### config.mk
export PLATFORM = sky130hd
export DESIGN_NAME = spi_master_ctrl
export DESIGN_NICKNAME = d
export VERILOG_FILES = /design/src/rtl/spi_master_ctrl.sv
export SDC_FILE = /design/constraint.sdc
export NUM_CORES = 1
export LEC_CHECK = 0
export CORE_MARGIN = 2
export CORE_UTILIZATION = 55
export CTS_CLUSTER_DIAMETER = 40
export DETAILED_ROUTE_END_ITERATION = 7
export PLACE_DENSITY_LB_ADDON = 0.08
export SLEW_MARGIN = 20
export SYNTH_ARGS = -nofsm -noshare
export SYNTH_HDL_FRONTEND = slang
export SYNTH_SLANG_ARGS = --single-unit
### constraint.sdc
create_clock -name i_Clk -period 3 [get_ports i_Clk]
set_input_delay 0.3 -clock i_Clk [delete_from_list [all_inputs] [get_ports i_Clk]]
set_output_delay 0.3 -clock i_Clk [all_outputs]
set_load 0.01 [all_outputs]
### src/rtl/spi_master_ctrl.sv
// Byte-oriented SPI master, one chip select, bursts with CS held low between bytes.
// Optional macro SPI_MASTER_LSB_FIRST_EN shifts both directions LSB first.
module spi_master_ctrl #(
  parameter int SPI_MODE          = 0,
  parameter int CLKS_PER_HALF_BIT = 2,
  parameter int CS_INACTIVE_CLKS  = 4,
  parameter int COUNT_W           = 4
) (
  input  logic               i_Clk,
  input  logic               i_Rst_L,
  input  logic [COUNT_W-1:0] i_TX_Count,
  input  logic [7:0]         i_TX_Byte,
  input  logic               i_TX_DV,
  output logic               o_TX_Ready,
  output logic [7:0]         o_RX_Byte,
  output logic               o_RX_DV,
  output logic [COUNT_W-1:0] o_RX_Count,
  output logic               o_SPI_Clk,
  input  logic               i_SPI_MISO,
  output logic               o_SPI_MOSI,
  output logic               o_SPI_CS_n
);

  localparam logic CPOL = (SPI_MODE == 2) || (SPI_MODE == 3);
  localparam logic CPHA = (SPI_MODE == 1) || (SPI_MODE == 3);
`ifdef SPI_MASTER_LSB_FIRST_EN
  localparam logic LSB_FIRST = 1'b1;
`else
  localparam logic LSB_FIRST = 1'b0;
`endif

  localparam int HALF_W  = $clog2(CLKS_PER_HALF_BIT);
  localparam int INACT_W = $clog2(CS_INACTIVE_CLKS + 1);
  localparam logic [HALF_W-1:0]  HALF_LAST  = HALF_W'(CLKS_PER_HALF_BIT - 1);
  localparam logic [INACT_W-1:0] INACT_LOAD = INACT_W'(CS_INACTIVE_CLKS);

  localparam logic [2:0] IDLE      = 3'd0;
  localparam logic [2:0] CS_SETUP  = 3'd1;
  localparam logic [2:0] XFER      = 3'd2;
  localparam logic [2:0] WAIT_NEXT = 3'd3;
  localparam logic [2:0] CS_HOLD   = 3'd4;
  localparam logic [2:0] INACTIVE  = 3'd5;

  function automatic logic head_bit(input logic [7:0] v);
    return LSB_FIRST ? v[0] : v[7];
  endfunction

  function automatic logic [7:0] advance(input logic [7:0] v);
    return LSB_FIRST ? {1'b0, v[7:1]} : {v[6:0], 1'b0};
  endfunction

  function automatic logic [7:0] rx_push(input logic [7:0] v, input logic b);
    return LSB_FIRST ? {b, v[7:1]} : {v[6:0], b};
  endfunction

  logic [2:0]         state_q,     state_d;
  logic [HALF_W-1:0]  half_cnt_q,  half_cnt_d;
  logic [4:0]         edge_cnt_q,  edge_cnt_d;
  logic [INACT_W-1:0] inact_cnt_q, inact_cnt_d;
  logic [COUNT_W-1:0] remaining_q, remaining_d;
  logic [COUNT_W-1:0] rx_count_q,  rx_count_d;
  logic [7:0]         rx_byte_q,   rx_byte_d;
  logic               rx_dv_q,     rx_dv_d;
  logic               sclk_q,      sclk_d;
  logic               mosi_q,      mosi_d;
  logic               cs_n_q,      cs_n_d;
  logic [7:0]         tx_shift_q,  tx_shift_d;
  logic [7:0]         rx_shift_q,  rx_shift_d;

  logic accept;
  logic load;
  logic half_end;
  logic leading;
  logic sample_edge;
  logic last_edge;

  assign o_TX_Ready = (state_q == IDLE) || (state_q == WAIT_NEXT);
  assign accept     = i_TX_DV && o_TX_Ready;
  assign half_end   = (half_cnt_q == HALF_LAST);

  always_comb begin
    state_d     = state_q;
    half_cnt_d  = half_cnt_q;
    edge_cnt_d  = edge_cnt_q;
    inact_cnt_d = inact_cnt_q;
    remaining_d = remaining_q;
    rx_count_d  = rx_count_q;
    rx_byte_d   = rx_byte_q;
    rx_dv_d     = 1'b0;
    sclk_d      = sclk_q;
    mosi_d      = mosi_q;
    cs_n_d      = cs_n_q;
    tx_shift_d  = tx_shift_q;
    rx_shift_d  = rx_shift_q;
    load        = 1'b0;
    leading     = ~edge_cnt_q[0];
    sample_edge = (leading != CPHA);
    last_edge   = (edge_cnt_q == 5'd15);

    case (state_q)
      IDLE: begin
        if (accept) begin
          load        = 1'b1;
          cs_n_d      = 1'b0;
          remaining_d = (i_TX_Count == '0) ? COUNT_W'(1) : i_TX_Count;
          rx_count_d  = '0;
          half_cnt_d  = '0;
          state_d     = CS_SETUP;
        end
      end
      CS_SETUP: begin
        if (half_end) begin
          half_cnt_d = '0;
          edge_cnt_d = '0;
          state_d    = XFER;
        end else begin
          half_cnt_d = half_cnt_q + 1'b1;
        end
      end
      XFER: begin
        if (half_end) begin
          half_cnt_d = '0;
          sclk_d     = ~sclk_q;
          edge_cnt_d = edge_cnt_q + 5'd1;
          if (sample_edge) begin
            rx_shift_d = rx_push(rx_shift_q, i_SPI_MISO);
            // Only the 8th sample edge has an index of 14 or above.
            if (edge_cnt_q >= 5'd14) begin
              rx_dv_d   = 1'b1;
              rx_byte_d = rx_push(rx_shift_q, i_SPI_MISO);
            end
          end else if (!last_edge) begin
            mosi_d     = head_bit(tx_shift_q);
            tx_shift_d = advance(tx_shift_q);
          end
          if (last_edge) begin
            remaining_d = remaining_q - 1'b1;
            state_d     = (remaining_q == COUNT_W'(1)) ? CS_HOLD : WAIT_NEXT;
          end
        end else begin
          half_cnt_d = half_cnt_q + 1'b1;
        end
      end
      WAIT_NEXT: begin
        if (accept) begin
          load       = 1'b1;
          rx_count_d = rx_count_q + 1'b1;
          half_cnt_d = '0;
          edge_cnt_d = '0;
          state_d    = XFER;
        end
      end
      CS_HOLD: begin
        if (half_end) begin
          half_cnt_d  = '0;
          cs_n_d      = 1'b1;
          mosi_d      = 1'b0;
          inact_cnt_d = INACT_LOAD;
          state_d     = INACTIVE;
        end else begin
          half_cnt_d = half_cnt_q + 1'b1;
        end
      end
      INACTIVE: begin
        if (inact_cnt_q <= INACT_W'(1)) begin
          state_d = IDLE;
        end else begin
          inact_cnt_d = inact_cnt_q - 1'b1;
        end
      end
      default: begin
        cs_n_d      = 1'b1;
        mosi_d      = 1'b0;
        sclk_d      = CPOL;
        inact_cnt_d = INACT_LOAD;
        state_d     = INACTIVE;
      end
    endcase

    // CPHA=0 presents the first bit before the first edge; CPHA=1 launches it on that edge.
    if (load) begin
      if (CPHA) begin
        tx_shift_d = i_TX_Byte;
      end else begin
        mosi_d     = head_bit(i_TX_Byte);
        tx_shift_d = advance(i_TX_Byte);
      end
    end
  end

  always_ff @(posedge i_Clk or negedge i_Rst_L) begin
    if (!i_Rst_L) begin
      state_q     <= INACTIVE;
      half_cnt_q  <= '0;
      edge_cnt_q  <= '0;
      inact_cnt_q <= INACT_LOAD;
      remaining_q <= '0;
      rx_count_q  <= '0;
      rx_byte_q   <= '0;
      rx_dv_q     <= 1'b0;
      sclk_q      <= CPOL;
      mosi_q      <= 1'b0;
      cs_n_q      <= 1'b1;
    end else begin
      state_q     <= state_d;
      half_cnt_q  <= half_cnt_d;
      edge_cnt_q  <= edge_cnt_d;
      inact_cnt_q <= inact_cnt_d;
      remaining_q <= remaining_d;
      rx_count_q  <= rx_count_d;
      rx_byte_q   <= rx_byte_d;
      rx_dv_q     <= rx_dv_d;
      sclk_q      <= sclk_d;
      mosi_q      <= mosi_d;
      cs_n_q      <= cs_n_d;
    end
  end

  always_ff @(posedge i_Clk) begin
    tx_shift_q <= tx_shift_d;
    rx_shift_q <= rx_shift_d;
  end

  assign o_RX_Byte  = rx_byte_q;
  assign o_RX_DV    = rx_dv_q;
  assign o_RX_Count = rx_count_q;
  assign o_SPI_Clk  = sclk_q;
  assign o_SPI_MOSI = mosi_q;
  assign o_SPI_CS_n = cs_n_q;

endmodule

==> out/qor.yml, run 1 <==
outcome: "complete, no violations"
synth_warnings: 0
detail-route-antenna-nets: 0
slowest_delay_ns: 0.93
crit_fanout: 36
synth-seq-cells: 46
period_minus_slack_ns: 2.523
start_util_pct: 57.00
crit_start: "state_q[0]"
rsz0062_at_grt: "no"
crit_buf_inv: 1
avgViaCountPerCell: 5.842
dr.pass1.iters: 4
clock_latency_ns: 0.30
required_ns: 2.70
core_mm2: 0.004324
worst_path_max_delay_cell: "dfstp_2"
worst_pin_slew_ns: 0.5966
endpoint_kind: "primary output"
syn_area_per_cell_um2: 10.81
r2r_cells: 6
setup_tns_ns: 0
globalRouteMet2Util_pct: 32.81
drive_gt1_share_pct: 14.73
p_leak_nw: 1.162
io_pins: 33
layout.nets: 281
hp-class: "input pin to async pin"
cts_tree: "yes"
worst_setup_path_start_kind: "flop"
max_cap_violations: 0
pwr-share-seq_pct: 42.3
sw_frac_of_total_pct: 37.83
internal_power_w: 0.001860
cts_resized: 0
drc: 0
synth_top_area_cell: "dfrtp_1"
area_delta_synth_final_pct: 17.46
critPathCapture: "o_TX_Ready"
ys_seq_area_share_pct: 49.75
num_vias: 1811
postCtsHoldBufs: 0
clk_pin_slew_ns: 0.09
p_sw_w: 0.001132
first_global_vias: 1689
drt_iter0_drc: 208
worstPathArrival_ns: 2.22
antenna_found_initial: 0
rows: 24
diodes: 0
syn_area_mm2: 0.002465
wl_um: 4811
finalSetupViolations: 0
grt_pass1_wl_um: 8231
max_freq_ghz: 0.3964
met3_usage_pct: 3.846
grt.busiest_layer: "met2"
hold_violations: 0
gr-usage-met1_pct: 29.62
syn_inst: 228
synth_top_area_share_pct: 28.43
cp_num_cells: 3
post_cts_buffers: 0
peakVddDrop_v: 0.0004257
cp_top_family: "flip-flops"
grt-ovfl-total: 0
synth-main-ff-cell: "dfrtp_1"
syn-num-nets: 252
clockRootBuffer: "clkbuf_8"
grt_usage_pct: 20.72
cts_buffer_depth: 2
final-seq-area_mm2: 0.001226
synthArstFlopShare_pct: 69.57
ys_types: 53
dp_hpwl_um: 3298
crit_type: "flop to primary output"
rrSetupSlack_ns: 0.88
finalCritPeriodShare_pct: 84.10
maxSlewViolCount: 0
synth_area_leaders: "dfrtp_1 (28%), edfxtp_1 (17%), mux2_4 (4.9%)"
die_w_um: 70.95
wl_per_cell_um: 15.52
cts_max_level: 2
die_y_um: 70.95
r2r_start: "edge_cnt_q[0]"
pwr-share-clk_pct: 12.3
r2r-end: "o_SPI_MOSI"
fin_skew_ns: 0.01231
portBuffers: 32
gp_congestion: 0.8305
multi_input_area_mm2: 0.001115
synth_edf_count: 14
die-area_mm2: 0.005033
p_total_w: 0.002992
relSlewSlack_pct: 60.22
clock_sinks: 46
combPwrFrac_pct: 45.4
grt_max_degree: 37
cts_buffers: 5
num-fill-cells: 349
worstPathCellList: "nor2_1 > nor3_1 > clkdlybuf4s50_1"
fin_util_pct: 66.96
powerDensity_mw_per_mm2: 1034
-- cells in the mapped netlist (3+ instances only) --
cell type	count
nor3b_1	3
nand3_1	11
a22o_1	4
buf_2	6
a21oi_1	9
mux2_4	8
inv_1	12
nand2b_1	4
nor3_1	7
ha_1	8
nor2_1	19
edfxtp_1	14
mux2i_1	3
dfstp_2	4
a31oi_1	3
dfrtp_1	28
clkbuf_1	4
o21ai_0	14
o22ai_1	4
nand2_1	12
a211o_1	3
a221oi_1	4
mux2_2	6
-- power by group through the flow --
stage               logic, W  registers, W  clock network, W
floorplan           0.000992       0.00118                 0
detailed placement   0.00136       0.00128                 0
global placement     0.00132       0.00127                 0
finish               0.00136       0.00127          0.000368
global route         0.00152       0.00131          0.000404
CTS                  0.00137       0.00127          0.000382
-- cell type report --
class / instances / share of cell area, %
inverter: 12 / 1.556
clock buffer: 6 / 2.506
clock inverter: 2 / 0.4754
sequential: 46 / 42.35
timing repair buffer: 37 / 12.36
multi-input combinational: 155 / 38.50
tap: 52 / 2.247
-- metal layers --
layer / share of wire (%) / routed length, um / vias up
li1: - / - / 893
met1: 48 / 2291 / 862
met2: 47 / 2276 / 50
met3: 3.9 / 188 / 6
met4: 1.1 / 55 / 0
met5: 0 / 0 / -
-- logic make-up after synthesis --
| logic type | Yosys count | share of synthesized area, % |
|---|---|---|
| buf+inv | 27 | 5.025 |
| xor+xnor | 1 | 0.3554 |
| mux | 18 | 9.289 |
| compound gates | 60 | 17.06 |
| flops | 46 | 49.75 |
| fa+ha+maj | 8 | 4.061 |
| simple gates | 68 | 14.47 |
-- sequential cells by signal (all words and copies together) (netlist names), 3 cells and up --
| signal | count |
|---|---|
| o_RX_Byte | 8 |
| rx_shift_q | 7 |
| tx_shift_q | 7 |
| edge_cnt_q | 5 |
| o_RX_Count | 4 |
| remaining_q | 4 |
| inact_cnt_q | 3 |
| state_q | 3 |
-- worst min path at each step --
stage	start	end	slack (ns)
floorplan	i_Rst_L	edge_cnt_q[0]	0.004
global placement	rx_shift_q[1]	rx_shift_q[2]	0.44
detailed placement	rx_shift_q[5]	rx_shift_q[6]	0.45
CTS	i_Rst_L	inact_cnt_q[0]	0.42
global route	i_Rst_L	inact_cnt_q[0]	0.44
finish	i_Rst_L	o_RX_Count[2]	0.41
-- cells in the final DEF, fill, tap and decap left out, types with 7 or more instances in the layout --
| cell | n |
|---|---|
| nor3_1 | 7 |
| o21ai_0 | 14 |
| nand2_1 | 12 |
| dfrtp_1 | 28 |
| nand3_1 | 11 |
| inv_1 | 12 |
| clkdlybuf4s50_1 | 32 |
| mux2_4 | 8 |
| nor2_1 | 19 |
| ha_1 | 8 |
| edfxtp_1 | 14 |
| a21oi_1 | 9 |
-- per-stage QoR --
stage | cell area (um2) | setup WS [ns] | hold slack (ns) | std cells
5_1_grt | 2895 | 0.3783 | 0.4360 | 310
2_1_floorplan | 2465 | 0.8736 | 0.004409 | 228
3_5_place_dp | 2809 | 0.8031 | 0.4459 | 302
3_3_place_gp | 2809 | 0.8339 | 0.4393 | 302
4_1_cts | 2895 | 0.4851 | 0.4190 | 310
6_report | 2895 | 0.4770 | 0.4089 | 310
Power figures use the tool's default switching activity.
==> run 2, diff against run 1 <==
Settings changed: CORE_UTILIZATION 55 to 49.
Clock period 3 ns to 2.3 ns, I/O delays scaled along.
==> run 2 against run 1 <==
  * Die area grew 12%
  * First-iteration DRC count shrank 68%
  * Global-route usage shrank 2.3 points
  * Critical endpoint is now o_SPI_MOSI
  * Largest power group unchanged
==> out/qor.yml, run 2 (synthesis results as in run 1) <==
outcome: "complete, no violations"  # unchanged
diodes: 0  # unchanged
drive_gt1_share_pct: 18.11  # was 14.73%
hp-class: "input pin to async pin"  # unchanged
clock_sinks: 46  # unchanged
mostFrequentLayoutCell: "clkdlybuf4s50_1"  # unchanged
hold_ws_ns: 0.3316  # was 0.4089 ns
cts_tree: "yes"  # unchanged
layout_common_cells: "clkdlybuf4s50_1 (32), dfrtp_1 (27), nor2_1 (19), o21ai_0 (14), edfxtp_1 (14)"  # was clkdlybuf4s50_1 (32), dfrtp_1 (28), nor2_1 (19), o21ai_0 (14), edfxtp_1 (14)
portBuffers: 32  # unchanged
gr-usage-met1_pct: 28.24  # was 29.62%
finalSetupViolations: 0  # unchanged
finalCritPeriodShare_pct: 92.37
layout.nets: 288  # was 281
avgViaCountPerCell: 5.437  # was 5.842
grt-ovfl-total: 0  # unchanged
gp_congestion: 0.8369  # was 0.8305
cts_max_level: 2  # unchanged
p_leak_nw: 1.196  # was 1.162 nW
dr.pass1.iters: 4  # unchanged
crit_type: "flop to flop"  # was flop to primary output
max_freq_ghz: 0.4707
antenna_found_initial: 0  # unchanged
fin_skew_ns: 0.005982  # was 0.01231 ns
die_w_um: 74.93  # was 70.95 um
start_util_pct: 51.50  # was 57.00%
peakVddDrop_v: 0.0007832  # was 0.0004257 V
clock_latency_ns: 0.30  # about the same
hold_violations: 0  # unchanged
die_y_um: 74.93  # was 70.95 um
grt_usage_pct: 18.43  # was 20.72%
met3_usage_pct: 3.882  # was 3.846%
die-area_mm2: 0.005614  # was 0.005033 mm2
postCtsHoldBufs: 0  # unchanged
maxSlewViolCount: 0  # unchanged
first_global_vias: 1628  # was 1689
dp_hpwl_um: 3224  # was 3298 um
cts_buffers: 5  # unchanged
clk_pin_slew_ns: 0.09  # about the same
wl_um: 4726  # was 4811 um
grt_pass1_wl_um: 7824  # was 8231 um
core_mm2: 0.004786  # was 0.004324 mm2
largest_reg_flops: 8  # unchanged
wl_per_cell_um: 14.23  # was 15.52 um
detail-route-antenna-nets: 0  # unchanged
max_cap_violations: 0  # unchanged
worstPathArrival_ns: 2.31  # was 2.22 ns
endpoint_kind: "flop"  # was primary output
grt_max_degree: 33  # was 37
setup_tns_ns: 0  # unchanged
area_delta_synth_final_pct: 20.86  # was 17.46%
num-fill-cells: 411  # was 349
grt.busiest_layer: "met1"  # was met2
relSlewSlack_pct: 69.82  # was 60.22%
worst_setup_path_start_kind: "flop"  # unchanged
rsz0062_at_grt: "no"  # unchanged
drc: 0  # unchanged
rows: 25  # was 24
crit_fanout: 6  # was 36
globalRouteMet2Util_pct: 26.12  # was 32.81%
drt_iter0_drc: 66  # was 208
worst_pin_slew_ns: 0.4413  # was 0.5966 ns
final-seq-area_mm2: 0.001231  # was 0.001226 mm2
multi_input_area_mm2: 0.001115  # unchanged
period_minus_slack_ns: 2.124
cts_buffer_depth: 2  # unchanged
io_pins: 33  # unchanged
required_ns: 2.48  # was 2.70 ns
powerDensity_mw_per_mm2: 1338  # was 1034 mW/mm2
clockRootBuffer: "clkbuf_8"  # unchanged
num_vias: 1805  # was 1811
## run 2: per-layer routing
metal	share of wire, %	vias to the layer above
met5	0	-
met4	0.80	0
met3	3.8	4
met2	46	39
met1	50	854
li1	-	908
## run 2: repair_timing
| action | 4_1_cts | 5_1_grt |
|---|---|---|
| setup endpoints to repair | 1 | 1 |
| pin swaps | 0 | 0 |
| resized for setup | 1 | 2 |
| buffers inserted | 0 | 1 |
## run 2: area by class of cell
| cell class | instances | share of cell area [%] |
|---|---|---|
| clock buffer | 5 | 2.310 |
| multi-input combinational | 155 | 37.42 |
| sequential | 46 | 41.33 |
| tap | 67 | 2.814 |
| timing repair buffer | 44 | 13.78 |
| clock inverter | 3 | 0.8400 |
| inverter | 12 | 1.512 |
## run 2: path summary, 6_finish.rpt
path / start / end / slack [ns] / depth (start not counted)
max in group asynchronous: i_Rst_L / inact_cnt_q[2] / 1.63 / 2
min in group i_Clk: rx_shift_q[3] / rx_shift_q[4] / 0.47 / 0
min reg2reg: rx_shift_q[3] / rx_shift_q[4] / 0.47 / 0
max: edge_cnt_q[0] / o_SPI_MOSI / 0.18 / 6
min: i_Rst_L / o_RX_Byte[7] / 0.33 / 2
max reg2reg: edge_cnt_q[0] / o_SPI_MOSI / 0.18 / 6
## run 2: stage by stage
step                      cells  utilization (%)  setup WS, ns  total power, W  cell area (um2)
after floorplan             228                -        0.1736        0.002839             2465
after global placement      323            60.03        0.2203        0.003447             2873
after detailed placement    323            60.03        0.1944        0.003482             2873
after CTS                   331            62.07       0.07366        0.004003             2970
after global routing        332            62.25       0.03612        0.004321             2979
final                       332            62.25        0.1756        0.003986             2979
## run 2: worst max-delay path, stage by stage, from the launching register on
cell and delay (ns):
dfrtp_1 0.47, ha_1 0.26, and3_1 0.15, ha_1 0.22
nand3b_1 0.21, a221oi_1 0.34, mux2_1 0.35
## run 2: where the power goes
part	leakage [nW]	total (W)	internal (W)	switching, W
combinational	0.631	0.00188	0.000983	0.000892
sequential	0.520	0.00161	0.00130	0.000311
clock	0.0447	0.000502	0.000219	0.000283
==> run 3, diff against run 2 <==
Settings changed: CORE_UTILIZATION 49 to 55, DONT_BUFFER_PORTS from default to 1.
==> run 3 against run 2 <==
  * Fmax increased by 1.4%
  * Non-clock buffer count decreased by 33
  * Global-route usage increased by 2.5 points
  * Die area decreased by 10%
  * Worst hold slack got worse by 0.31 ns
  * Critical path depth unchanged
  * Largest cell class unchanged
  * Largest power group is now sequential cells
  * Utilization decreased by 1.1 points
  * Total power decreased by 6.5%
==> out/qor.yml, run 3 (synthesis results as in run 1) <==
maxSlewViolCount: 0  # unchanged
hp-class: "input pin to flop"  # was input pin to async pin
met3_usage_pct: 5.128  # was 3.882%
hold_ws_ns: 0.02622  # was 0.3316 ns
core_mm2: 0.004324  # was 0.004786 mm2
p_total_w: 0.003728  # was 0.003986 W
sw_frac_of_total_pct: 39.57  # was 37.28%
hold_violations: 0  # unchanged
cts_tree: "yes"  # unchanged
first_global_vias: 1713  # was 1628
max_freq_ghz: 0.4773  # was 0.4707 GHz
antenna_found_initial: 0  # unchanged
num-fill-cells: 363  # was 411
fin_util_pct: 61.11  # was 62.25%
hold_start: "i_SPI_MISO"
detail-route-antenna-nets: 0  # unchanged
max_cap_violations: 0  # unchanged
clock_sinks: 46  # unchanged
r2r-end: "o_SPI_MOSI"  # unchanged
largest_reg_flops: 8  # unchanged
fin_ws_ns: 0.2049  # was 0.1756 ns
relSlewSlack_pct: 57.50  # was 69.82%
drc: 0  # unchanged
worst_pin_slew_ns: 0.6362  # was 0.4413 ns
rows: 24  # was 25
gp_congestion: 0.7901  # was 0.8369
peakVddDrop_v: 0.0006143  # was 0.0007832 V
combPwrFrac_pct: 41.5  # was 47.1%
area_delta_synth_final_pct: 7.208  # was 20.86%
dp_worst_setup_slack_ns: 0.2495  # was 0.1944 ns
powerDensity_mw_per_mm2: 1411  # was 1338 mW/mm2
grt.busiest_layer: "met2"  # was met1
mostFrequentLayoutCell: "dfrtp_1"  # was clkdlybuf4s50_1
clk_pin_slew_ns: 0.09  # about the same
p_leak_nw: 1.074  # was 1.196 nW
cts_buffer_depth: 2  # unchanged
start_util_pct: 57.00  # was 51.50%
hold_path_depth: 0
outcome: "complete, no violations"  # unchanged
grt_usage_pct: 20.90  # was 18.43%
die-area_mm2: 0.005033  # was 0.005614 mm2
drive_gt1_share_pct: 18.97  # was 18.11%
diodes: 0  # unchanged
dr.pass1.iters: 4  # unchanged
portBuffers: 0  # was 32
drt_iter0_drc: 167  # was 66
internal_power_w: 0.002253  # was 0.002500 W
finalSetupViolations: 0  # unchanged
period_minus_slack_ns: 2.095  # was 2.124 ns
required_ns: 2.49  # was 2.48 ns
gr-usage-met1_pct: 27.70  # was 28.24%
die_w_um: 70.95  # was 74.93 um
fin_skew_ns: 0.006215  # was 0.005982 ns
layout_common_cells: "dfrtp_1 (28), nor2_1 (19), o21ai_0 (14), edfxtp_1 (14)"  # was clkdlybuf4s50_1 (32), dfrtp_1 (27), nor2_1 (19), o21ai_0 (14), edfxtp_1 (14)
worstPathArrival_ns: 2.28  # was 2.31 ns
grt-ovfl-total: 0  # unchanged
io_pins: 33  # unchanged
avgViaCountPerCell: 6.141  # was 5.437
crit_type: "flop to flop"  # unchanged
cts_max_level: 2  # unchanged
worst_setup_path_start_kind: "flop"  # unchanged
finalCritPeriodShare_pct: 91.09  # was 92.37%
r2r_cells: 6  # unchanged
holdPathEnd: "rx_shift_q[0]"
dp_hpwl_um: 3478  # was 3224 um
grt_max_degree: 33  # unchanged
p_sw_w: 0.001475  # was 0.001486 W
rrSetupSlack_ns: 0.20  # was 0.18 ns
num_vias: 1744  # was 1805
pwr-share-seq_pct: 45.0  # was 40.3%
globalRouteMet2Util_pct: 34.58  # was 26.12%
layout.nets: 255  # was 288
crit_fanout: 6  # unchanged
clockRootBuffer: "clkbuf_8"  # unchanged
die_y_um: 70.95  # was 74.93 um
clock_latency_ns: 0.30  # about the same
endpoint_kind: "flop"  # unchanged
grt_pass1_wl_um: 8307  # was 7824 um
cts_resized: 0  # was 1
cts_buffers: 5  # unchanged
setup_tns_ns: 0  # unchanged
rsz0062_at_grt: "no"  # unchanged
pwr-share-clk_pct: 13.6  # was 12.6%
wl_per_cell_um: 17.04  # was 14.23 um
wl_um: 4838  # was 4726 um
r2r_start: "edge_cnt_q[0]"  # unchanged
## run 3: how the worst max path moves through the flow
stage,from,to,cells past startpoint
2_1_floorplan,edge_cnt_q[0],tx_shift_q[1],5
3_3_place_gp,edge_cnt_q[0],o_SPI_MOSI,6
3_5_place_dp,edge_cnt_q[0],o_SPI_MOSI,6
4_1_cts,edge_cnt_q[0],o_SPI_MOSI,6
5_1_grt,edge_cnt_q[0],remaining_q[2],7
6_report,edge_cnt_q[0],o_SPI_MOSI,6
## run 3: final cells by class
cell class                      instances  area (um2)  area share, %
Timing Repair Buffer                   11       97.59          3.693
Tap cell                               52       65.06          2.462
Clock buffer                            5       68.82          2.604
Multi-Input combinational cell        155        1115          42.19
Sequential cell                        46        1226          46.40
Clock inverter                          3       25.02         0.9470
Inverter                               12       45.04          1.705
## run 3: critical path, stage by stage (launching register included)
cell	delay [ns]
dfrtp_1	0.48
ha_1	0.27
and3_1	0.17
ha_1	0.22
nand3b_1	0.18
a221oi_1	0.32
mux2_1	0.35
## run 3: what timing repair did
item                                    CTS  global route
buffers inserted                          0             0
hold endpoints to repair                 32             0
endpoints found under the setup margin    0             0
hold buffers                              2             0
## run 3: power by group through the flow
stage | sequential (W) | combinational, W | clock [W]
2_1_floorplan | 0.00154 | 0.00129 | 0
3_3_place_gp | 0.00167 | 0.00145 | 0
3_5_place_dp | 0.00170 | 0.00154 | 0
4_1_cts | 0.00168 | 0.00156 | 0.000525
5_1_grt | 0.00173 | 0.00174 | 0.000561
6_report | 0.00168 | 0.00155 | 0.000506
## run 3: per-stage QoR
step           instance area [um2]  std cells
2_1_floorplan                 2465        228
3_3_place_gp                  2519        274
3_5_place_dp                  2519        274
4_1_cts                       2643        284
5_1_grt                       2643        284
6_report                      2643        284
## run 3: per-layer routing
metal | share of wire [%] | vias to the layer above
met1 | 44 | 859
li1 | - | 842
met4 | 1.1 | 0
met2 | 50 | 37
met3 | 4.7 | 6
met5 | 0 | -
